==> config.mk <==
export PLATFORM = sky130hd
export DESIGN_NAME = snes_pad_responder
export DESIGN_NICKNAME = d
export VERILOG_FILES = /design/src/rtl/snes_pkg.sv /design/src/rtl/sync_edge.sv /design/src/rtl/snes_pad_responder.sv
export SDC_FILE = /design/constraint.sdc
export NUM_CORES = 1
export LEC_CHECK = 0
export CORE_ASPECT_RATIO = 0.7
export CORE_MARGIN = 4
export CORE_UTILIZATION = 52
export CTS_BUF_LIST = sky130_fd_sc_hd__clkbuf_4
export DETAILED_ROUTE_END_ITERATION = 10
export GPL_ROUTABILITY_DRIVEN = 0
export PLACE_DENSITY = 0.83
export SETUP_SLACK_MARGIN = 0.2
export SYNTH_ARGS = -nofsm -noshare
export SYNTH_HDL_FRONTEND = slang
export SYNTH_SLANG_ARGS = --single-unit
export TNS_END_PERCENT = 100
==> constraint.sdc <==
create_clock -name clock -period 2.4 [get_ports clock]
set_clock_uncertainty 0.2 [all_clocks]
set_input_delay 0.6 -clock clock [delete_from_list [all_inputs] [get_ports clock]]
set_output_delay 0.6 -clock clock [all_outputs]
set_load 0.01 [all_outputs]
==> src/rtl/snes_pkg.sv <==
// ---------------------------------------------------------------------------
// snes_pkg
// Shared definitions for the SNES joypad serial path.
//   SNES_BITS       : length of one serial frame
//   SNES_B..SNES_R  : bit position of each button inside the frame
//   SNES_ID_NIBBLE  : level driven on the four trailing ID bits
//   snes_state_t    : responder state encoding
//   snes_image()    : builds the active-low frame image from pressed buttons
// ---------------------------------------------------------------------------
package snes_pkg;

  localparam int SNES_BITS = 16;

  localparam int SNES_B      = 0;
  localparam int SNES_Y      = 1;
  localparam int SNES_SELECT = 2;
  localparam int SNES_START  = 3;
  localparam int SNES_UP     = 4;
  localparam int SNES_DOWN   = 5;
  localparam int SNES_LEFT   = 6;
  localparam int SNES_RIGHT  = 7;
  localparam int SNES_A      = 8;
  localparam int SNES_X      = 9;
  localparam int SNES_L      = 10;
  localparam int SNES_R      = 11;

  localparam logic [3:0] SNES_ID_NIBBLE = 4'b1111;

  typedef enum logic [1:0] {
    ST_IDLE  = 2'd0,
    ST_LOAD  = 2'd1,
    ST_SHIFT = 2'd2,
    ST_DONE  = 2'd3
  } snes_state_t;

  // The line is active-low: a pressed button (1) is sent as 0, and the
  // four ID bits are held high so the host recognises a standard pad.
  function automatic logic [SNES_BITS-1:0] snes_image(input logic [SNES_R:SNES_B] buttons);
    return {SNES_ID_NIBBLE, ~buttons};
  endfunction

endpackage

==> src/rtl/sync_edge.sv <==
// ---------------------------------------------------------------------------
// sync_edge
// Multi-flop synchronizer for an asynchronous pin, with registered
// one-cycle rise/fall pulses derived from the synchronized level.
//   clock    in  : core clock
//   reset    in  : synchronous, active-high
//   async_in in  : asynchronous pin
//   level    out : synchronized level (STAGES cycles behind the pin)
//   rise     out : one-cycle pulse, one cycle after level goes 0->1
//   fall     out : one-cycle pulse, one cycle after level goes 1->0
// ---------------------------------------------------------------------------
module sync_edge #(
  parameter int   STAGES      = 2,
  parameter logic RESET_VALUE = 1'b0
) (
  input  logic clock,
  input  logic reset,
  input  logic async_in,
  output logic level,
  output logic rise,
  output logic fall
);

  logic [STAGES-1:0] chain;
  logic              prev;

  // Synchronizer chain plus a delayed copy of its output; the edge pulses
  // are registered so downstream logic sees clean single-cycle strobes.
  // Resetting everything to RESET_VALUE keeps a pin that idles at that
  // level from producing a spurious edge when reset is released.
  always_ff @(posedge clock) begin
    if (reset) begin
      chain <= {STAGES{RESET_VALUE}};
      prev  <= RESET_VALUE;
      rise  <= 1'b0;
      fall  <= 1'b0;
    end else begin
      chain <= {chain[STAGES-2:0], async_in};
      prev  <= chain[STAGES-1];
      rise  <= chain[STAGES-1] & ~prev;
      fall  <= ~chain[STAGES-1] & prev;
    end
  end

  assign level = chain[STAGES-1];

endmodule

==> src/rtl/snes_pad_responder.sv <==
// ---------------------------------------------------------------------------
// snes_pad_responder
// Controller-side end of the SNES joypad protocol: answers the host's
// latch/clock pins with a 16-bit active-low button frame on pad_data.
//   clock        in  : core clock (33.33 MHz)
//   reset        in  : synchronous, active-high
//   button_state in  : pressed = 1, [11:0] buttons, [15:12] ignored
//   pad_latch    in  : host latch pin, asynchronous, active-high
//   pad_clock    in  : host clock pin, asynchronous, idles high
//   pad_data     out : registered serial data, active-low
//   frame_start  out : one-cycle pulse when the latch is released
//   frame_done   out : one-cycle pulse on the 16th shift
//   bit_count    out : shifts since last latch, saturates at 16
// ---------------------------------------------------------------------------
module snes_pad_responder
  import snes_pkg::*;
#(
  parameter int   SYNC_STAGES = 2,
  parameter logic FILL_BIT    = 1'b1
) (
  input  logic        clock,
  input  logic        reset,
  input  logic [15:0] button_state,
  input  logic        pad_latch,
  input  logic        pad_clock,
  output logic        pad_data,
  output logic        frame_start,
  output logic        frame_done,
  output logic [4:0]  bit_count
);

  snes_state_t          state;
  logic [SNES_BITS-1:0] shift_reg;
  logic [SNES_BITS-1:0] img;

  logic latch_level;
  logic latch_fall;
  logic clock_rise;
  logic unused_latch_rise;
  logic unused_clock_level;
  logic unused_clock_fall;
  logic unused_id_buttons;

  assign img               = snes_image(button_state[SNES_R:SNES_B]);
  assign unused_id_buttons = ^button_state[15:12];

  sync_edge #(
    .STAGES      (SYNC_STAGES),
    .RESET_VALUE (1'b0)
  ) u_latch_sync (
    .clock    (clock),
    .reset    (reset),
    .async_in (pad_latch),
    .level    (latch_level),
    .rise     (unused_latch_rise),
    .fall     (latch_fall)
  );

  sync_edge #(
    .STAGES      (SYNC_STAGES),
    .RESET_VALUE (1'b1)
  ) u_clock_sync (
    .clock    (clock),
    .reset    (reset),
    .async_in (pad_clock),
    .level    (unused_clock_level),
    .rise     (clock_rise),
    .fall     (unused_clock_fall)
  );

  // Responder FSM with shift register, counter and registered outputs.
  // A high latch overrides everything, so a clock edge arriving together
  // with it is simply dropped. While latched the image is reloaded every
  // cycle so the first bit follows the switches live; once shifting starts
  // the buttons are no longer looked at, which freezes the frame in flight.
  always_ff @(posedge clock) begin
    if (reset) begin
      state       <= ST_IDLE;
      shift_reg   <= '1;
      pad_data    <= 1'b1;
      bit_count   <= 5'd0;
      frame_start <= 1'b0;
      frame_done  <= 1'b0;
    end else begin
      frame_start <= 1'b0;
      frame_done  <= 1'b0;
      if (latch_level) begin
        state     <= ST_LOAD;
        shift_reg <= img;
        bit_count <= 5'd0;
        pad_data  <= img[0];
      end else begin
        case (state)
          ST_IDLE: begin
            state <= ST_IDLE;
          end
          ST_LOAD: begin
            shift_reg <= img;
            bit_count <= 5'd0;
            pad_data  <= img[0];
            if (latch_fall) begin
              state       <= ST_SHIFT;
              frame_start <= 1'b1;
            end
          end
          ST_SHIFT: begin
            if (clock_rise) begin
              shift_reg <= {FILL_BIT, shift_reg[SNES_BITS-1:1]};
              pad_data  <= shift_reg[1];
              bit_count <= bit_count + 5'd1;
              if (bit_count == 5'd15) begin
                frame_done <= 1'b1;
                state      <= ST_DONE;
              end
            end
          end
          ST_DONE: begin
            if (clock_rise) begin
              shift_reg <= {FILL_BIT, shift_reg[SNES_BITS-1:1]};
              pad_data  <= FILL_BIT;
            end
          end
          default: begin
            state <= ST_IDLE;
          end
        endcase
      end
    end
  end

endmodule
### Word-level counts from Yosys, hierarchy flattened

Cells that the tools add are included.

* flip-flop bits (word level): 34
* input bits: 20
* output and inout bits: 8
* logic and storage cells: 69

* $add $sub $neg: 1
* equal/unequal tests: 13
* multiplexer cells: 16
* bitwise operators: 8
* reductions and logical operators: 17

Operators by type and width (count)
* $pmux 16 s2: 1
* $mux 16: 1
* $mux 12: 1
* $ne 3x1->1 const B: 4
* $not 12->12: 1
* $pmux 5 s2: 1
* $reduce_and 4->1: 2
* $reduce_bool 4->1: 2
* $mux 1: 6
* $mux 2: 3
* $ne 2x1->1 const B: 3
* $pmux 2 s3: 1
* $reduce_and 2->1: 3
* $reduce_bool 3->1: 2
* $add 5x1->5 const B: 1
* $eq 5x4->1 const B: 1
* $mux 5: 1
* $not 1->1: 5
* $eq 2x2->1 const B: 2
* $reduce_bool 2->1: 2
* $reduce_or 2->1: 2
* $reduce_or 4->1: 1
* $ne 3x2->1 const B: 1
* $pmux 1 s3: 1
* other kinds (6): 7

### Longest topological paths before layout

* depth after elaboration: 5
* mapped depth: 6
* gate-level depth less buffers: 6

### By module

From an unflattened synthesis, not the netlist that was laid out.

* cell total of the unflattened synthesis: 138
* area, all modules: 1397.6 µm²

By module, submodules not included
* snes_pad_responder: instances 1, cells an instance 118, area an instance 1129.8 µm²
* sync_edge: instances 2, cells an instance 10, area an instance 133.9 µm²

### Worst setup path before layout

No wires, ideal clock.

* kind: reg2reg
* start point: register bit_count[1]
* end point: register state[1]
* library setup time: 0.115 ns
* arrival: 1.444 ns
* data required time: 2.085 ns
* setup slack: 0.642 ns
* stages on the path, launching flop included: 7
* period minus slack after synthesis: 1.758 ns
* path through: dfxtp_1 ha_1 and3_1 ha_1 a21boi_0 o31a_1 o21a_1

* word-level cells in the longest chain between the ends: 3

Ends and longest elaborated chain
* start: declaration: line snes_pad_responder.sv:29 `output logic [4:0] bit_count`
* start signal: assignment: line snes_pad_responder.sv:110 `bit_count <= bit_count + 5'd1;`
* $eq 5x4->1: line snes_pad_responder.sv:111 `if (bit_count == 5'd15) begin`
* $ne 2x2->1 (no line)
* $reduce_and 4->1 (no line)
* end signal: assignment: line snes_pad_responder.sv:102 `state <= ST_SHIFT;`
* end signal: assignment: line snes_pad_responder.sv:113 `state <= ST_DONE;`
* end signal: assignment: line snes_pad_responder.sv:124 `state <= ST_IDLE;`
* end: declaration: line snes_pad_responder.sv:32 `snes_state_t state;`

No other way between the ends.
A chain may end at the register's enable or synchronous reset.

### Worst setup path after layout

* start point: register bit_count[1]
* end point: output bit_count[1]

No word-level cell between the ends.

==> flow_summary.toml <==
[synthesis]
synth.avg_cell_area_um2 = 9.139
yosysWarnings = 0
synth_seq_area_share = 0.4292
synth-async-reset-ratio = 0
synth_cell_type_count = 41
synth_nets = 175
synth-edff-count = 0
synth_flop_cell = "dfxtp_1"
synth_seq_cells = 29
netlist_instances = 148
synth_area_um2 = 1353

[layout]
layout-drive-gt1-share = 0.08721
final_nets = 199
finish.utilization = 0.6712
finalNonFillerCells = 206
final_cell_mix = "dfxtp_1 (29), clkdlybuf4s50_1 (23), nor2_1 (18)"
syn2layout_area_growth_pct = 22.94
final_common_cell = "dfxtp_1"
n_antenna_cell = 0
largest_reg_flops = 11

[place]
port_buffers = 23
placed_cells = 199
dp_hpwl_mm = 1.979

[global_route]
grt_first_pass_wirelength_mm = 4.857
grt_usage = 0.1876
gr-total-overflow = 0
antenna_found_initial = 0
grt_max_degree = 17
grt_pass1_vias = 1080

[cts]
cts_inserted_buffers = 5
clock_path_buffers = 2
cts_setup_buffers = 0
clk_latency_ps = 330
ctsResizeCount = 0
root_buffer = "clkbuf_4"
cts_sinks = 29
htreeDepth = 2
cts_tree = "done"
ctsHoldBuffers = 0
clkTransAtPathRegs_ps = 80

[setup_path]
cp-startpoint = "bit_count[1]"
r2r_start = "state[0]"
crit_path_top_delay_cell = "clkdlybuf4s50_1"
setup.worst_path.end_class = "output port"
cp_num_buf_inv = 1
crit_path_cell_trace = "clkdlybuf4s50_1"
critPathTopFamily = "buffers and inverters"
cp_max_fo = 5
max_stage_delay_ps = 570
cp.required_ps = 1600
crit_type = "flop to output port"
startpoint_type = "flop"
worstPathArrival_ps = 1310

[routing]
routedWlPerCell_um = 13.43
top_layer_used = "met4"
drc = 0
met3_length_um = 133
drtAntennaViolNets = 0
drt-vias-per-instance = 5.680
finalWirelength_mm = 2.766
m1WireLength_mm = 1.293
wl_met2_mm = 1.282
drt-initial-drc-count = 93
first_pass_iters = 4
num_vias = 1170

[timing]
tightest_slew_ps = 482.8
setup_violations = 0
slew_viol_final = 0
final.period_utilization = 0.8786
min_period_ps = 2109
hold_viol = 0
timing.setup.tns_ps = 0
clock.fmax_mhz = 474.2
rsz0062_at_grt = "no"
max-slew-margin-rel = 0.6778

[power]
p_leak_uw = 0.0006133
power_uw = 867.5
vdd.ir_drop.worst_mv = 0.2582
powerDensity_nw_per_um2 = 521.7

[die]
die_y_um = 50.67
design.core.area_um2 = 2477
ioPinCount = 28
initial_core_util = 0.5460
dieArea_um2 = 3494
rows = 15
die_w_um = 68.96

[worst_hold_path]
holdCritPathClass = "flop to flop"
hp-start = "u_clock_sync.prev"

[outcome]
status = "finished, final reports clean"

[flow_run]
drv_cap = 0
[power by group]
part	total [uW]	internal [uW]	switching, uW
clock	274	117	157
combinational	85.3	50.7	34.7
sequential	508	498	9.39
[logic make-up after synthesis]
family	count (synthesis)	share of synthesized area
buf+inv	16	0.04995
flops	29	0.4292
fa+ha+maj	7	0.06475
compound gates	42	0.2414
simple gates	52	0.1998
mux	2	0.01480
[per-stage QoR]
step	setup slack (ps)	hold WS [ps]	cell area (um^2)
after floorplan	641.8	172.1	1353
after global placement	359.7	177.0	1607
after detailed placement	348.2	184.1	1607
after CTS	265.0	193.3	1655
after global routing	220.4	194.9	1663
final	291.3	197.5	1663
[cells in the mapped netlist, types with 2 or more instances]
cell / number / area share
mux2i_1: 2 / 0.015
buf_2: 3 / 0.011
nand3_1: 2 / 0.0074
clkbuf_1: 4 / 0.011
o211ai_1: 11 / 0.061
nor3_1: 3 / 0.011
or2_2: 3 / 0.014
nor2b_1: 3 / 0.014
a21oi_1: 3 / 0.011
and2_0: 7 / 0.032
o21ai_0: 3 / 0.011
and2_1: 4 / 0.018
ha_1: 7 / 0.065
nand2_1: 4 / 0.011
inv_1: 7 / 0.019
nor2_1: 18 / 0.050
and3_1: 2 / 0.0092
dfxtp_1: 29 / 0.43
o311ai_1: 10 / 0.065
a31oi_1: 2 / 0.0092
[layer usage]
metal | track usage | up-vias
met4 | 0.06472 | 0
met3 | 0.08277 | 8
met1 | 0.2400 | 550
met5 | 0 | -
met2 | 0.2785 | 28
li1 | - | 584
[final cells by class]
cell class,instances,area [um^2]
clock buffers,6,45.04
multi-input cells,103,711.9
inverters,7,26.28
flip-flops and latches,29,580.6
fillers,213,814.5
well taps,34,42.54
clock inverters,1,3.754
repair buffers,26,252.7
[path summary, 6_finish.rpt]
check | to | cells past startpoint | slack (ps)
max | bit_count[1] | 1 | 290
min | u_clock_sync.rise | 1 | 200
max reg2reg | pad_data | 6 | 340
min reg2reg | u_clock_sync.rise | 1 | 200
Note: power is estimated with default switching activity, not from simulation.
